**config.mk**
```make
export PLATFORM = sky130hd
export DESIGN_NAME = sync_ram_sp
export DESIGN_NICKNAME = d
export VERILOG_FILES = /design/src/rtl/sync_ram_sp.sv
export SDC_FILE = /design/constraint.sdc
export NUM_CORES = 1
export LEC_CHECK = 0
export CORE_ASPECT_RATIO = 0.9
export CORE_UTILIZATION = 35
export CTS_BUF_LIST = sky130_fd_sc_hd__clkbuf_2 sky130_fd_sc_hd__clkbuf_4 sky130_fd_sc_hd__clkbuf_8
export CTS_CLUSTER_DIAMETER = 150
export DETAILED_ROUTE_END_ITERATION = 12
export GPL_ROUTABILITY_DRIVEN = 0
export GPL_TIMING_DRIVEN = 0
export PLACE_DENSITY = 0.62
export SKIP_CTS_REPAIR_TIMING = 1
export SYNTH_ARGS = -nofsm -noshare
export SYNTH_HDL_FRONTEND = slang
export SYNTH_SLANG_ARGS = --single-unit
export TNS_END_PERCENT = 30
```
**constraint.sdc**
```tcl
create_clock -name clk -period 2.1 [get_ports clk]
set_input_delay 0.42 -clock clk [delete_from_list [all_inputs] [get_ports clk]]
set_output_delay 0.42 -clock clk [all_outputs]
set_load 0.1 [all_outputs]
```
**src/rtl/sync_ram_sp.sv**
```systemverilog
// sync_ram_sp: single-port synchronous RAM with registered read.
// Reset clears the whole array and the read register in one edge.
module sync_ram_sp #(
  parameter int ADDR_WIDTH = 3,
  parameter int DATA_WIDTH = 8
) (
  input  logic                  clk,
  input  logic                  rst,
  input  logic                  wr,
  input  logic                  en,
  input  logic [ADDR_WIDTH-1:0] addr,
  input  logic [DATA_WIDTH-1:0] write,
  output logic [DATA_WIDTH-1:0] read
);

  localparam int DEPTH = 2 ** ADDR_WIDTH;

  logic [DATA_WIDTH-1:0] mem [DEPTH];

  logic do_wr;
  logic do_rd;

  // An unknown en fails the test in if(), so X/Z behaves as disabled
  assign do_wr = en && wr;
  assign do_rd = en && !wr;

  // Storage: clear on reset, otherwise single write port
  always_ff @(posedge clk) begin
    if (rst) begin
      for (int i = 0; i < DEPTH; i++) begin
        mem[i] <= '0;
      end
    end else if (do_wr) begin
      mem[addr] <= write;
    end
  end

  // Read register: loads only on a read, holds otherwise
  always_ff @(posedge clk) begin
    if (rst) begin
      read <= '0;
    end else if (do_rd) begin
      read <= mem[addr];
    end
  end

  // en must be a known level whenever reset is released
  a_en_known : assert property (
    @(posedge clk) disable iff (rst) !$isunknown(en)
  );

endmodule

```
## Yosys cells after proc, flatten, opt, wreduce, memory -nomap -nowiden

Memory sizes are Yosys's and may differ from the RTL's. A register that Yosys moved wholly into a read port is not among the register bits.
Index checks and enable logic that the tools add are counted.

| storage, ports and cells | value |
|---|---|
| flip-flop bits (word level) | 0 |
| bits in writable memories | 64 |
| output and inout port bits | 8 |
| memories kept | 1 |

| operators by class | value |
|---|---|
| mux-type cells | 8 |
| reductions and logical operators | 4 |

Memories:

| memory | words | bits a word | rd ports | clocked after memory_dff | write ports | line | text |
|---|---|---|---|---|---|---|---|
| mem | 8 | 8 | 1 | 1 | 8 | 18 | `logic [DATA_WIDTH-1:0] mem [DEPTH];` |

Operator list:

| operator | count |
|---|---|
| $mux W8 | 1 |
| $reduce_or A8 Y1 | 1 |
| $mux W1 | 6 |
| $mux W3 | 1 |
| $logic_and A1 B1 Y1 | 2 |
| $logic_not A1 Y1 | 1 |

## Logic depth before layout (Yosys ltp)

Gate-level depths: netlist of run 1.

| depth | value |
|---|---|
| word-level depth | 6 |
| depth in mapped cells | 5 |

## Least setup slack after synthesis of run 1

Ideal clock, no wire load.

| timing path | value |
|---|---|
| path kind | input to register |
| start point | input addr[0] |
| end point | memory mem[0][0] (enable) |
| library setup time | 0.310 ns |
| data arrival time | 1.379 ns |
| required time | 1.790 ns |
| slack | 0.411 ns |
| stages on the path | 4 |
| buffers on the path | 2 |
| cell sequence | buf_6 -> buf_4 -> nor3_1 -> or2_2 |

RTL lines:

| item | line | text |
|---|---|---|
| start, declared | 11 | `input logic [ADDR_WIDTH-1:0] addr,` |
| end, declared | 18 |  |

==> results by group, run 1 <==
Global routing
  • Initial antenna violation count: 0
  • Gr usage total: 16.0%
  • Total gr overflow: 0
  • Largest net degree at the start of global routing: 14
  • First-pass GRT wire length: 11.0 mm
  • Vias in the first global route: 1,913

Synth
  • Number of synthesized register bits: 72
  • Yosys top cell by area: edfxtp_1
  • Seq/Total Area, Yosys: 63.7%
  • Synth Area in Simple Gates: between 10% and 20%
  • Synth unique cells: 22
  • Synth async-reset ratio: 0%
  • Syn. warnings: 0
  • Synth Flop Type: edfxtp_1
  • Syn nets: 251
  • Area share of fa/ha/maj cells after synthesis: 0%
  • Synth top area share: 58.8%
  • Compound-Gate Fraction of Synth Area: roughly 4.6%
  • EDFF count, synth: 64
  • Mean Syn Cell Area: 13.9 µm²
  • Post-Synth XOR/XNOR Area: 0%
  • Syn Inst Count: 236
  • Top cells by area, synth: edfxtp_1, and2_1, mux2_2
  • Main combinational cell family by area after synthesis: simple AND/OR/NAND/NOR gates
  • Mux share of post-synthesis cell area: approximately 11%
  • Post-Syn Area: roughly 3300 µm²

Timing
  • Clk_skew: 0.0115 ns
  • Final period utilization: 108%
  • Max-slew violations: 0
  • Final hold slack: roughly 0.50 ns
  • Final hold viol count: 0
  • Worst setup margin: -0.164 ns
  • Final min period: roughly 2.3 ns
  • Rel. slew slack: 34.8%
  • Slew @ Worst Pin: 0.976 ns
  • Fmax: 442 MHz
  • Setup violators final: 35
  • RSZ-0062 raised after global routing: yes
  • Setup TNS: -4.09 ns

Flow run
  • Max-Cap Viols: 0

Layout
  • Reg area: 2080 µm²
  • Share of cells above drive strength 1: roughly a quarter
  • Fillcell total: 868
  • # nets final: approximately 280
  • Finished Layout Cells: between 300 and 400
  • Multi-input gate area: 1140 µm²
  • Core Util, Final: 42.7%
  • Area grow syn2layout: 18.5%
  • # diodes: 0

Clock network
  • Clk root buf: clkbuf_8
  • H-Tree Level Count: 3
  • TritonCTS clock tree: yes
  • Clock buffer depth: 2
  • Worst skew pair latency: 0.36 ns
  • CTS buffer count: 9
  • Worst-path clk slew: 0.07 ns
  • Clock sinks: 72

Routing
  • First drt pass iteration count: 5
  • Final ANT Viol Nets: 0
  • Via count: roughly 2,000
  • Vias per std cell: 5.01
  • Post-DR wirelength/cell: between 15 and 20 µm
  • Final wirelength: between 7 and 8 mm
  • DR iter-0 viols: 181
  • DRC: 0

Die
  • Die ar.: ~9700 µm²
  • Die width: 104 µm
  • I/O pin cnt: 23
  • Core region area: approximately 9100 µm²
  • Row count: 33
  • Die height: between 90 and 100 µm
  • Starting Density: between 30% and 40%

Worst setup path
  • Worst Path Arrival: 2.31 ns
  • Critical-path maximum fanout: 9
  • Setup crit end kind: register
  • Worst path required time: ~2.2 ns
  • Register-to-register setup slack: 0.64 ns
  • Endpoint of the lowest-slack register-to-register path: read[6]
  • Critical path capture point: mem[6][2]
  • Critical path class: primary input to register
  • Reg-to-reg startpoint: mem[7][6]
  • R2R depth: 3
  • CP Launch Point: rst
  • CP Launch Type: primary input

Outcome
  • Violated checks: setup timing
  • Status: finished with violations

Place
  • Placed cells: 379
  • HPWL Detailed: 4.93 mm
  • PortBufs: 21
  • Post-Place Setup Slack: -0.754 ns

Min path
  • Hold path startpoint: read[3]
  • Worst hold path type: register to register

Power
  • P per Cell Area: 809 nW/µm²
  • Maximum vdd drop: 0.000261 V
  • Leak pwr: 1.44 nW
==> worst max-delay path, stage by stage <==
cell             delay (ns)
clkdlybuf4s50_1        0.57
nand4b_1               0.43
nor2_1                 0.55
or2_2                  0.34
==> cell usage after synthesis (3+ instances only) <==
cell and count:
edfxtp_1 64, nor2_1 15, nor2b_1 3, and2_1 65, dfxtp_1 8, a222oi_1 8, a311oi_1 8, mux2_2 30
nand2_1 9, clkbuf_1 4, or2_2 8
==> logic make-up (layout without fill, tap and decap cells) <==
kind of cell / Yosys count / count (layout)
simple gates: 106 / 106
mux: 32 / 32
flops: 72 / 72
compound gates: 16 / 16
buf+inv: 10 / 47
==> where the power goes <==
group	internal (mW)	switching [mW]	leakage, nW
Sequential	1.64	0.0217	0.676
Combinational	0.130	0.229	0.674
Clock	0.592	0.527	0.0950
Total	2.36	0.778	1.44
==> layout by cell type, fill, tap and decap left out, types with 3 or more instances in the layout <==
master           count
a222oi_1             8
a311oi_1             8
and2_1              65
clkbuf_1             4
clkbuf_8            10
clkdlybuf4s50_1     13
clkinvlp_4           3
dfxtp_1              8
dlymetal6s2s_1       8
edfxtp_1            64
mux2_2              30
nand2_1              9
nor2_1              14
nor2b_1              3
or2_2                8
==> final cells by class <==
type,instances,area share [%]
well taps,122,3.94
repair buffers,21,5.94
flip-flops and latches,72,53.7
plain buffers,10,1.71
clock inverters,5,1.49
multi-input cells,154,29.4
clock buffers,11,3.75
==> routing by layer <==
metal	up-vias	GRT usage, %	share of wire [%]
met5	-	0	0
met4	0	4.29	1.1
met3	9	5.34	6.4
met2	70	26.9	48
met1	965	19.8	44
li1	933	-	-
==> how the worst min path moves through the flow <==
stage	to	cells after the start
floorplan	mem[0][0]	1
global placement	read[2]	2
detailed placement	read[3]	2
CTS	read[3]	2
global route	read[7]	2
finish	read[3]	2
==> registers in the layout (all words and copies together) (netlist names) <==
name,count
mem,64
read,8
==> stage by stage <==
stage	instance area (µm²)	power, mW
2_1_floorplan	3270	1.92
3_3_place_gp	3630	2.05
3_5_place_dp	3630	2.05
4_1_cts	3840	3.14
5_1_grt	3870	3.22
6_report	3870	3.14
Power figures use the tool's default switching activity.
==> run 2: changes to the inputs <==
--- a/config.mk
+++ b/config.mk
@@ -6,12 +6,14 @@
 export NUM_CORES = 1
 export LEC_CHECK = 0
 export CORE_ASPECT_RATIO = 0.9
+export CORE_MARGIN = 2
 export CORE_UTILIZATION = 35
 export CTS_BUF_LIST = sky130_fd_sc_hd__clkbuf_2 sky130_fd_sc_hd__clkbuf_4 sky130_fd_sc_hd__clkbuf_8
 export CTS_CLUSTER_DIAMETER = 150
 export DETAILED_ROUTE_END_ITERATION = 12
 export GPL_ROUTABILITY_DRIVEN = 0
 export GPL_TIMING_DRIVEN = 0
+export MAX_ROUTING_LAYER = met4
 export PLACE_DENSITY = 0.62
 export SKIP_CTS_REPAIR_TIMING = 1
 export SYNTH_ARGS = -nofsm -noshare
==> run 2 against run 1 <==
The run still ends with setup timing left. Register-to-register slack better by 0.03 ns. Die area up 4.1%. Total power down 1.6%. Sequential power about the same. Critical path depth unchanged. Sequential cell count unchanged. Non-clock buffer count up 2. Worst hold slack about the same. Core utilization up 0.12 points. Cell area up 0.29%. Critical endpoint is now mem[0][2]. Largest cell class unchanged.
==> results by group, run 2 (synthesis results as in run 1) <==
Global routing
  • Gr usage total: 16.0% (-0.035 points)
  • Total gr overflow: 0 (unchanged)
  • Initial antenna violation count: 0 (unchanged)
  • First-pass GRT wire length: 11.2 mm (+2.1%)
  • Largest net degree at the start of global routing: 13 (-1)
  • Vias in the first global route: 1,964 (+2.7%)

Worst setup path
  • WP buf/inv: 1 (unchanged)
  • Critical path class: primary input to register
  • CP Launch Point: rst
  • Worst path required time: 2.14 ns (about the same)
  • CP max stage delay: 0.55 ns (-0.02 ns)
  • Largest delay contributor family on the critical path: simple AND/OR/NAND/NOR gates
  • Worst Path Arrival: 2.19 ns (-0.12 ns)
  • Reg-to-reg startpoint: mem[6][3]
  • Setup crit end kind: register
  • Critical Path Slowest Stage Cell: clkdlybuf4s50_1
  • Critical-path maximum fanout: 9 (unchanged)
  • Cells along the critical path: clkdlybuf4s50_1, nand4bb_1, nor3_2, or2_2
  • CP Launch Type: primary input

Timing
  • RSZ-0062 raised after global routing: yes
  • Final hold viol count: 0 (unchanged)
  • Slew @ Worst Pin: 0.974 ns (-0.00217 ns)
  • Final period utilization: 102% (-5.5 points)
  • Setup violators final: 48 (+37%)
  • Worst setup margin: -0.0480 ns (+0.116 ns)
  • Rel. slew slack: 35.0% (+0.14 points)
  • Final min period: 2.15 ns (-0.116 ns)
  • Fmax: 466 MHz (+5.4%)
  • Max-slew violations: 0 (unchanged)
  • Clk_skew: 0.00687 ns (-0.00460 ns)

Min path
  • Hold path startpoint: read[4]
  • Worst hold path type: register to register

Die
  • Die height: 95.7 µm (+2.1%)
  • I/O pin cnt: 23 (unchanged)
  • Row count: 33 (unchanged)
  • Core region area: 9080 µm² (unchanged)
  • Die ar.: 10,100 µm² (+4.1%)
  • Die width: 106 µm (+1.9%)
  • Starting Density: 36.0% (unchanged)

Power
  • Sw frac: 24.7% (-0.071 points)
  • P per Cell Area: 794 nW/µm² (-1.9%)
  • Reg power frac: 53.7% (+0.8 points)
  • Clk pwr share: 34.6% (-1.1 points)
  • Maximum vdd drop: 0.000230 V (-12%)
  • Int Pwr: 2.32 mW (-1.5%)
  • Leak pwr: 1.46 nW (+0.81%)
  • Logic gate share of total power: 11.7% (+0.3 points)
  • NetSw: 0.763 mW (-1.9%)
  • Power Total: 3.09 mW (-1.6%)

Layout
  • Number of flip-flops in the largest register: 64 (unchanged)
  • Top flop regs: mem: 64 flops, read: 8 flops
  • Most common cell after layout, fill and taps aside: and2_1
  • Area grow syn2layout: 18.8%
  • # nets final: 285 (+0.71%)
  • Core Util, Final: 42.8% (+0.12 points)
  • Most frequent cells in the layout: and2_1, edfxtp_1, mux2_2
  • Share of cells above drive strength 1: 25.1% (+1.6 points)
  • Biggest register: mem
  • # diodes: 0 (unchanged)
  • Fillcell total: 856 (-1.4%)

Clock network
  • Clock sinks: 72 (unchanged)
  • Clk root buf: clkbuf_8
  • Worst-path clk slew: 0.07 ns (about the same)
  • CTS buffer count: 9 (unchanged)
  • Worst skew pair latency: 0.35 ns (about the same)
  • TritonCTS clock tree: yes
  • Clock buffer depth: 2 (unchanged)
  • H-Tree Level Count: 3 (unchanged)

Routing
  • First drt pass iteration count: 6 (+1)
  • DRC: 0 (unchanged)
  • DR iter-0 viols: 125 (-31%)
  • Post-DR wirelength/cell: 18.2 µm (-1.6%)
  • Vias per std cell: 5.02 (+0.20%)
  • Via count: 1,991 (+0.71%)
  • Final wirelength: 7.21 mm (-1.1%)
  • Final ANT Viol Nets: 0 (unchanged)

Flow run
  • Max-Cap Viols: 0 (unchanged)

Outcome
  • Violated checks: setup timing
  • Status: finished with violations

Place
  • PortBufs: 21 (unchanged)
  • HPWL Detailed: 4.92 mm (-0.38%)
[run 2: cell types whose count changed in the layout (fill, tap and decap cells not counted), sizes merged]
cell,before,now
clkbuf,16,15
clkinv,1,3
buf,5,7
clkinvlp,3,2
[run 2: routing by layer]
metal | global-route usage (%) | share of wire, %
met5 | - | 0
met4 | 5.48 | 1.1
met3 | 3.72 | 6.5
met2 | 24.9 | 48
met1 | 20.7 | 45
[run 2: worst register-to-register path: stages (launching register included)]
cell,delay [ns]
edfxtp_1,0.37
mux2_2,0.28
a222oi_1,0.48
a311oi_1,0.16
[run 2: layout make-up]
class                   count  area (µm²)  share of cell area (%)
flip-flops and latches     72        2080                    53.6
multi-input cells         154        1150                    29.6
repair buffers             23         245                    6.31
clock buffers              10         131                    3.38
clock inverters             6        60.1                    1.55
well taps                 122         153                    3.93
plain buffers              10        66.3                    1.71
[run 2: power by group through the flow]
stage	clock network, mW	logic, mW	registers (mW)
2_1_floorplan	0	0.154	1.76
3_3_place_gp	0	0.357	1.69
3_5_place_dp	0	0.358	1.69
4_1_cts	1.07	0.359	1.66
5_1_grt	1.14	0.380	1.67
6_report	1.07	0.361	1.66
[run 2: final timing paths]
| path | slack [ns] | end | depth (start not counted) |
|---|---|---|---|
| hold / removal | 0.49 | read[4] | 2 |
| setup / recovery | -0.05 | mem[0][2] | 4 |
| hold reg to reg | 0.49 | read[4] | 2 |
| setup reg to reg | 0.67 | read[3] | 3 |
[run 2: through the flow]
stage          area [µm²]  hold WS (ns)  TNS, ns  setup slack, ns  std cells
4_1_cts              3820         0.504    -8.07           -0.361        395
2_1_floorplan        3270         0.618        0            0.411        236
5_1_grt              3890         0.541    -7.77           -0.197        397
3_3_place_gp         3630         0.489   -37.80           -0.757        379
6_report             3890         0.495   -0.973          -0.0480        397
3_5_place_dp         3630         0.494   -38.64           -0.732        379
